[config.mk]
export PLATFORM = sky130hd
export DESIGN_NAME = candy_board_mem
export DESIGN_NICKNAME = d
export VERILOG_FILES = /design/src/rtl/candy_board_mem.sv
export SDC_FILE = /design/constraint.sdc
export NUM_CORES = 2
export LEC_CHECK = 0
export BUFFER_PORTS_ARGS = -buffer_cell sky130_fd_sc_hd__buf_4
export CORE_ASPECT_RATIO = 0.75
export CORE_UTILIZATION = 40
export CTS_CLUSTER_DIAMETER = 30
export DETAILED_ROUTE_END_ITERATION = 6
export PLACE_DENSITY = 0.57
export SLEW_MARGIN = 20
export SYNTH_ARGS = -nofsm -noshare
export SYNTH_HDL_FRONTEND = slang
export SYNTH_SLANG_ARGS = --single-unit
[constraint.sdc]
create_clock -name Clk -period 8.85 [get_ports Clk]
set_input_delay 1.77 -clock Clk [delete_from_list [all_inputs] [get_ports Clk]]
set_output_delay 1.77 -clock Clk [all_outputs]
set_load 0.01 [all_outputs]
[src/rtl/candy_board_mem.sv]
// candy_board_mem
// Board storage and responder for the Candy Crush game FSM.
// Holds an 8x8 grid of 3-bit candy colors (1..NUM_COLORS, 0 = empty).
// After reset or an InitBoard pulse, the whole board is refilled with
// random colors. The refill never creates a horizontal or vertical run
// of three equal colors.
//
// Ports:
//   Clk                  system clock, rising edge
//   Reset                asynchronous active-low reset
//   Enable               write enable for swap/refill (READY only)
//   InitBoard            single-cycle pulse in READY, restarts the fill
//   X, Y                 cursor coordinate, cell index = 8*Y+X
//   ColorXY              registered color of cell (X,Y), 1-cycle latency
//   swapFlag             swap (X,Y) with (swapX,swapY) this cycle
//   swapX, swapY         swap partner coordinate
//   randFlag             write a random color to (rewriteX,rewriteY)
//   rewriteX, rewriteY   refill coordinate
//   DispX, DispY         display read coordinate
//   DispColor            registered color of cell (DispX,DispY)
//   BoardReady           high only while in READY
module candy_board_mem #(
  parameter int          NUM_COLORS = 6,
  parameter logic [15:0] LFSR_SEED  = 16'hACE1
) (
  input  logic       Clk,
  input  logic       Reset,
  input  logic       Enable,
  input  logic       InitBoard,
  input  logic [2:0] X,
  input  logic [2:0] Y,
  output logic [2:0] ColorXY,
  input  logic       swapFlag,
  input  logic [2:0] swapX,
  input  logic [2:0] swapY,
  input  logic       randFlag,
  input  logic [2:0] rewriteX,
  input  logic [2:0] rewriteY,
  input  logic [2:0] DispX,
  input  logic [2:0] DispY,
  output logic [2:0] DispColor,
  output logic       BoardReady
);

  typedef enum logic {FILL, READY} state_t;

  localparam logic [2:0]  NC       = 3'(NUM_COLORS);
  localparam logic [15:0] LFSR_TAP = 16'hB400;

  logic [2:0]  board [64];
  logic [15:0] lfsr;
  logic [15:0] lfsr_next;
  logic [5:0]  fill_idx;
  state_t      state;

  // Galois LFSR, x^16+x^14+x^13+x^11, right-shifting
  always_comb begin
    lfsr_next = {1'b0, lfsr[15:1]};
    if (lfsr[0]) lfsr_next = lfsr_next ^ LFSR_TAP;
  end

  // Fold the raw 3-bit value into 0..NUM_COLORS-1 (single subtraction)
  // and shift it to a legal color
  logic [2:0] raw;
  logic [2:0] c0;
  always_comb begin
    raw = lfsr[2:0];
    if (raw >= NC) raw = raw - NC;
    c0 = raw + 3'd1;
  end

  function automatic logic [2:0] wrap_inc(input logic [2:0] c);
    return (c >= NC) ? 3'd1 : c + 3'd1;
  endfunction

  // Fill color selection. Cells above and to the left are already
  // written, so the neighbour lookup reads the live board.
  logic [2:0] fx, fy;
  logic [2:0] fx_m1, fx_m2, fy_m1, fy_m2;
  logic [2:0] left1, left2, up1, up2;
  logic       ban_h, ban_v;
  logic [2:0] cand1, cand2;
  logic [2:0] fill_color;

  always_comb begin
    fx    = fill_idx[2:0];
    fy    = fill_idx[5:3];
    fx_m1 = fx - 3'd1;
    fx_m2 = fx - 3'd2;
    fy_m1 = fy - 3'd1;
    fy_m2 = fy - 3'd2;
    left1 = board[{fy, fx_m1}];
    left2 = board[{fy, fx_m2}];
    up1   = board[{fy_m1, fx}];
    up2   = board[{fy_m2, fx}];
    ban_h = (fx >= 3'd2) && (left1 == left2);
    ban_v = (fy >= 3'd2) && (up1 == up2);
    cand1 = wrap_inc(c0);
    cand2 = wrap_inc(cand1);
    // At most two colors are banned, so one of three consecutive
    // candidates is always legal.
    if (!(ban_h && c0 == left1) && !(ban_v && c0 == up1))
      fill_color = c0;
    else if (!(ban_h && cand1 == left1) && !(ban_v && cand1 == up1))
      fill_color = cand1;
    else
      fill_color = cand2;
  end

  logic [5:0] xy_idx, disp_idx, swap_a, swap_b, rw_idx;
  always_comb begin
    xy_idx   = {Y, X};
    disp_idx = {DispY, DispX};
    swap_a   = {Y, X};
    swap_b   = {swapY, swapX};
    rw_idx   = {rewriteY, rewriteX};
  end

  always_ff @(posedge Clk or negedge Reset) begin
    if (!Reset) begin
      for (int unsigned i = 0; i < 64; i++) board[6'(i)] <= '0;
      ColorXY    <= '0;
      DispColor  <= '0;
      BoardReady <= 1'b0;
      lfsr       <= LFSR_SEED;
      fill_idx   <= '0;
      state      <= FILL;
    end else begin
      lfsr      <= lfsr_next;
      ColorXY   <= board[xy_idx];
      DispColor <= board[disp_idx];
      case (state)
        FILL: begin
          board[fill_idx] <= fill_color;
          if (fill_idx == 6'd63) begin
            fill_idx   <= '0;
            state      <= READY;
            BoardReady <= 1'b1;
          end else begin
            fill_idx <= fill_idx + 6'd1;
          end
        end
        READY: begin
          if (Enable && swapFlag) begin
            board[swap_a] <= board[swap_b];
            board[swap_b] <= board[swap_a];
          end
          // Placed after the swap so a coinciding refill target wins
          if (Enable && randFlag) board[rw_idx] <= c0;
          if (InitBoard) begin
            state      <= FILL;
            fill_idx   <= '0;
            BoardReady <= 1'b0;
          end
        end
        default: state <= FILL;
      endcase
    end
  end

endmodule
# Word level (Yosys, flattened, before mapping)
# Cells that the tools add are included.
[op_classes] n_addsub=9 n_lt_le_gt_ge=18 eq_ne=9 n_mux=52 bitwise_logic=11 reduce_logical=19
[ops] op="$bwmux W192" count=4
[ops] op="$mux W192" count=3
[ops] op="$pmux W192 S2" count=1
[ops] op="$bmux W3 S6" count=7
[ops] op="$demux W3 S6" count=4
[ops] op="$mux W3" count=23
[ops] op="$ge A7 B7 Y1 const B" count=9
[ops] op="$not A6 Y7" count=9
[ops] op="$lt A7 B1 Y1 const B" count=4
[ops] op="$eq A3 B3 Y1" count=6
[ops] op="$mux W16" count=1
[ops] op="$logic_and A1 B1 Y1" count=14
[ops] op="$mux W6" count=2
[ops] op="$pmux W6 S2" count=1
[ops] op="$add A3 B1 Y3 const B" count=3
[ops] op="$ge A3 B3 Y1 const B" count=3
[ops] op="$add A6 B1 Y6 const B" count=1
[ops] op="$eq A6 B6 Y1 const B" count=1
[ops] op="$ge A3 B2 Y1 const B" count=2
[ops] op="$sub A3 B1 Y3 const B" count=2
[ops] op="$sub A3 B2 Y3 const B" count=2
[ops] op="$logic_not A1 Y1" count=4
[ops] op="$mux W1" count=4
[ops] op="$ne A2 B2 Y1 const B" count=2
[ops] op="5 further kinds" count=6
[word_totals] regBits=222 in_bits=30 output_inout_bits=7 wordCells=188

# Logic depth before layout (Yosys ltp)
[logic_depth] ltp_word=14 mapped_depth=20 depth_no_buf=13

# Worst setup path before layout
# Ideal clock, no wire load.
[synth_path] path_kind="in2reg" start="input X[2]" end="register board[34] (netlist name)" setup_ps=126 t_arrival_ps=4585 t_required_ps=8724 path_slack_ps=4139 cell_stages=15 n_path_buf=6 path_cell_list="clkbuf_1 -> clkbuf_1 -> buf_1 -> clkbuf_1 -> nor2_1 -> a211oi_1 -> o22ai_1 -> a21oi_1 -> nand4_1 -> clkbuf_1 -> clkbuf_1 -> o22ai_1 -> a21oi_1 -> o22ai_1 -> a21oi_1"
[synth_between] elab_chain_len=12 elab_cells_between_ends=16 classes_between="order compare (2); mux (12); bitwise (1); reduce/logical (1)"
[synth_rtl] item="from (decl)" line="30" rtl="input logic [2:0] X,"
[synth_rtl] item="$not A6 Y7 (not written as such) *" line="145, 146"
[synth_rtl] item="$ge A7 B7 Y1 (not written as such) or $lt A7 B1 Y1 (tied branches)" line="145" rtl="board[swap_a] <= board[swap_b];"
[synth_rtl] item="$logic_and A1 B1 Y1 (not written as such)" line="145"
[synth_rtl] item="$mux W3 (not written as such)" line="145"
[synth_rtl] item="$demux W3 S6" line="145"
[synth_rtl] item="$bwmux W192" line="145"
[synth_rtl] item="$bwmux W192 *" line="146" rtl="board[swap_b] <= board[swap_a];"
[synth_rtl] item="$mux W192 *" line="144" rtl="if (Enable && swapFlag) begin"
[synth_rtl] item="$mux W192 *" line="132" rtl="case (state)"
[synth_rtl] item="$bwmux W192" line="149" rtl="if (Enable && randFlag) board[rw_idx] <= c0;"
[synth_rtl] item="$mux W192 *" line="149"
[synth_rtl] item="$pmux W192 S2 *" line="132"
[synth_rtl] item="to (signal, indexed assignment)" line="134" rtl="board[fill_idx] <= fill_color;"
[synth_rtl] item="to (signal, indexed assignment)" line="145"
[synth_rtl] item="to (signal, indexed assignment)" line="146"
[synth_rtl] item="to (decl)" line="50" rtl="logic [2:0] board [64];"
# Every way passes the cells marked *; elsewhere a longest branch is shown, timed or not. The select of a mux whose other input is x is not followed.
# A chain may end at the register's enable or synchronous reset.

# Final worst setup path
[layout_path] start="register fill_idx[1]" end="register board[58] (netlist name)"
[layout_between] elab_chain_len=14 elab_cells_between_ends=47 classes_between="add/sub (2); order compare (3); eq/ne (6); mux (18); bitwise (5); reduce/logical (13)"
[layout_rtl] item="from (decl)" line="53" rtl="logic [5:0] fill_idx;"
[layout_rtl] item="from (signal assigned)" line="140" rtl="fill_idx <= fill_idx + 6'd1;"
[layout_rtl] item="$sub A3 B1 Y3 or $sub A3 B2 Y3 (tied branches)" line="88, 89"
[layout_rtl] item="$not A6 Y7 (on tied branches)" line="92, 93"
[layout_rtl] item="$bmux W3 S6 (on tied branches)" line="92, 93"
[layout_rtl] item="$mux W3 (on tied branches) (2 in a row)" line="92, 93"
[layout_rtl] item="$eq A3 B3 Y1" line="96" rtl="ban_h = (fx >= 3'd2) && (left1 == left2);"
[layout_rtl] item="$logic_and A1 B1 Y1" line="96"
[layout_rtl] item="$logic_and A1 B1 Y1" line="104" rtl="else if (!(ban_h && cand1 == left1) && !(ban_v && cand1 == up1))"
[layout_rtl] item="$logic_not A1 Y1" line="104"
[layout_rtl] item="$logic_and A1 B1 Y1" line="104"
[layout_rtl] item="$mux W3" line="104"
[layout_rtl] item="$mux W3" line="102" rtl="if (!(ban_h && c0 == left1) && !(ban_v && c0 == up1))"
[layout_rtl] item="$bwmux W192 *" line="134"
[layout_rtl] item="$pmux W192 S2 *" line="132"
# Marked as above.

==> results.sh <==
export IMPL_routed_wire_length_per_instance_um=41.0
export IMPL_drive_above_1_share_pct=17.6
export IMPL_synth_area_mux_share_pct=21.3
export IMPL_worst_r2r_path_depth=14
export IMPL_cts_sinks=222
export IMPL_clock_h_tree_levels=3
export IMPL_grt_first_pass_wirelength_um=229000
export IMPL_layout_cells_non_filler=4051
export IMPL_crit_path_max_incr_delay_ns=1.07
export IMPL_cts_root_buffer_cell="sky130_fd_sc_hd__clkbuf_16"
export IMPL_drtPass1Iterations=7
export IMPL_critPathMaxFanout=64
export IMPL_post_cts_setup_buffers=0
export IMPL_gr_total_overflow=0
export IMPL_netlist_area_um2=26200
export IMPL_crit_type="reg -> reg"
export IMPL_cell_type_of_the_slowest_stage_on_the_worst_timing_path="sky130_fd_sc_hd__ha_2"
export IMPL_worst_endpoint_required_ns=9.27
export IMPL_final_period_minus_worst_setup_slack_ns=7.13
export IMPL_whs_endpoint="lfsr[3]"
export IMPL_drc=5
export IMPL_holdBufCountCts=0
export IMPL_die_outline_height_um=224
export IMPL_via_count=32560
export IMPL_endpoint_kind="register"
export IMPL_ys_seq_area_share_pct=21.2
export IMPL_min_delay_path_depth=0
export IMPL_setup_total_negative_slack_ns=0
export IMPL_total_die_area_um2=66600
export IMPL_tritoncts_num_buffers=68
export IMPL_post_route_wl_um=166000
export IMPL_slew_headroom_pct=9.35
export IMPL_worst_setup_hold_path_clk_slew_ns=0.05
export IMPL_reg2reg_slack_ns=1.72
export IMPL_synth_largest_area_cell="sky130_fd_sc_hd__dfrtp_1"
export IMPL_antenna_left=0
export IMPL_synth_adder_area_share_pct=0.907
export IMPL_worst_skew_pair_late_latency_ns=0.62
export IMPL_drtIter0Drc=5448
export IMPL_failed_checks="DRC"
export IMPL_timing_final_hold_violations=0
export IMPL_edff_count_synth=0
export IMPL_yosys_area_share_xor_xnor_pct=0.869
export IMPL_numPortBuffers=36
export IMPL_grt_pass1_vias=29505
export IMPL_hp_class="reg -> reg"
export IMPL_post_synthesis_register_bit_count=222
export IMPL_placement_rows=80
export IMPL_post_route_clock_period_utilization_pct=80.6
export IMPL_post_synth_and_or_nand_nor_area_fraction_pct=15.3
export IMPL_netlist_cell_type_count=86
export IMPL_timing_fmax_mhz=140
export IMPL_vdd_drop_max_v=0.000296
export IMPL_largest_family_of_logic_cells_by_synthesized_area="compound AO/OA/AOI/OAI gates"
export IMPL_dpl_wire_length_um=111000
export IMPL_cp_arrival_ns=7.55
export IMPL_core_area_um2=64200
export IMPL_setup_viol=0
export IMPL_outcome="finished, violations left"
export IMPL_worst_setup_path_start_kind="register"
export IMPL_antenna_violations_before_repair=14
export IMPL_start_util_pct=40.9
export IMPL_synth_compound_area_share_pct=34.2
export IMPL_rsz0062_at_grt="no"
export IMPL_timing_hold_worst_start="lfsr[4]"
export IMPL_critical_path_reg2reg_startpoint="fill_idx[1]"
export IMPL_ys_warn_count=0
export IMPL_path_cells="inv_2 > ha_2 > buf_4 > mux2i_1 > nand2_1 > a211oi_1 > nor3_1 > nor3_1 > o2111ai_1 > o22ai_1 > nand2_1 > o32ai_4 > buf_4 > a221oi_1"
export IMPL_clock_tree_from_tritoncts="built"
export IMPL_fp_dieW_um=298
export IMPL_gp_congestion=1.12
export IMPL_post_drt_via_cell_ratio=8.04
export IMPL_r2r_end="board[58]"
export IMPL_synth_top_flop_cell="sky130_fd_sc_hd__dfrtp_1"
export IMPL_avgSynthCellArea_um2=8.07
export IMPL_power_leakage_nw=9.71
export IMPL_power_density_cell_area_nw_per_um2=421
export IMPL_postSynth_asyncResetShare_pct=100
export IMPL_global_route_usage_sum_pct=48.4
export IMPL_syn2layout_area_growth_pct=12.2
export IMPL_worst_slew_pin_transition_ns=1.36
export IMPL_post_synth_top_area_fraction_pct=20.4
export IMPL_fin_worst_skew_ns=0.0320
export IMPL_clk_path_buf_depth=3
export IMPL_drv_cap=0
export IMPL_place_inst=3925
export IMPL_grt_start_max_net_pins=122
export IMPL_synth_nets=3296
export IMPL_final_nets=3183
export IMPL_post_cts_resized=0
export IMPL_synthCells=3247
export IMPL_pins_over_their_slew_limit=0
export IMPL_synth_top_cells_by_area="sky130_fd_sc_hd__dfrtp_1, sky130_fd_sc_hd__mux4_2, sky130_fd_sc_hd__o22ai_1"
export IMPL_ioPinCount=37
==> cell families after synthesis <==
| group | count (synthesis) |
|---|---|
| AO/OA/AOI/OAI | 1419 |
| XOR/XNOR | 23 |
| adder cells (fa/ha/maj) | 19 |
| buffers and inverters | 370 |
| flip-flops | 222 |
| multiplexers | 285 |
| AND/OR/NAND/NOR | 909 |
==> power breakdown <==
part,switching (W),total (W),internal [W]
registers,0.00133,0.00274,0.00141
logic,0.00441,0.00720,0.00279
clock network,0.000752,0.00244,0.00169
total,0.00649,0.0124,0.00589
==> worst max-delay path by stage <==
stage,startpoint,to,slack (ns),cells after the start
6_report,fill_idx[1],board[58],1.72,14
5_1_grt,fill_idx[0],board[58],1.66,14
4_1_cts,fill_idx[1],board[76],2.04,14
3_5_place_dp,fill_idx[1],board[58],2.08,14
3_3_place_gp,fill_idx[1],board[58],2.06,14
2_1_floorplan,X[2],board[34],4.14,15
==> Yosys cell counts, drive strengths merged (6+ instances only) <==
cell type / instances
clkbuf: 231
and3b: 11
o22ai: 279
nor2: 281
a221oi: 78
buf: 93
nand2: 371
a31oi: 55
nor3: 22
nand4: 22
a21oi: 325
a22o: 14
xor2: 8
nor3b: 15
a22oi: 135
ha: 19
a211oi: 72
mux2i: 50
or2: 8
o31ai: 41
xnor2: 15
mux4: 217
and3: 8
o221ai: 6
nor2b: 27
and2: 20
nand3: 90
dfstp: 8
nand2b: 8
o21ai: 318
dfrtp: 214
mux2: 18
inv: 43
or3: 6
o32ai: 53
==> registers in the layout, summed over array words and instances (netlist names) <==
name	cells
BoardReady	1
ColorXY	3
DispColor	3
board	192
fill_idx	6
lfsr	16
state	1
==> critical path, delay by kind of cell (launching register included) <==
| kind | cells | cell delay, ns |
|---|---|---|
| compound gates | 5 | 2.11 |
| fa+ha+maj | 1 | 1.07 |
| buf+inv | 3 | 1.67 |
| flops | 1 | 0.74 |
| mux | 1 | 0.41 |
| simple gates | 4 | 0.82 |
==> metrics by stage <==
step / total power (W) / setup WS, ns / instance area (um^2) / hold slack [ns] / utilization (%)
2_1_floorplan: 0.00670 / 4.14 / 26200 / 0.331 / -
3_3_place_gp: 0.00943 / 2.06 / 27100 / 0.333 / 42.2
3_5_place_dp: 0.00947 / 2.08 / 27100 / 0.336 / 42.2
4_1_cts: 0.0119 / 2.04 / 29400 / 0.342 / 45.8
5_1_grt: 0.0126 / 1.66 / 29400 / 0.346 / 45.8
6_report: 0.0124 / 1.72 / 29400 / 0.341 / 45.8
==> layout make-up <==
cell class	instances	area (um^2)
Antenna cell	7	17.5
Clock buffer	95	1990
Clock inverter	24	278
Fill cell	6228	34800
Inverter	46	173
Multi-Input combinational cell	2655	19200
Sequential cell	222	5580
Tap cell	861	1080
Timing Repair Buffer	141	1090
==> placed cells by master, fill, tap and decap left out, drive strengths merged, types with 95 or more instances in the layout <==
cell type / instances
nand2: 371
a22oi: 135
o22ai: 279
o21ai: 318
buf: 141
dfrtp: 214
a21oi: 325
mux4: 217
nor2: 281
clkbuf: 95
==> layer usage <==
layer	vias up	GRT usage (%)	routed length, um
met4	18	28.8	11600
met5	-	0	128
met1	15815	61.6	60300
li1	12653	-	-
met2	3283	65.0	64400
met3	791	24.3	29700
Power figures use the tool's default switching activity.
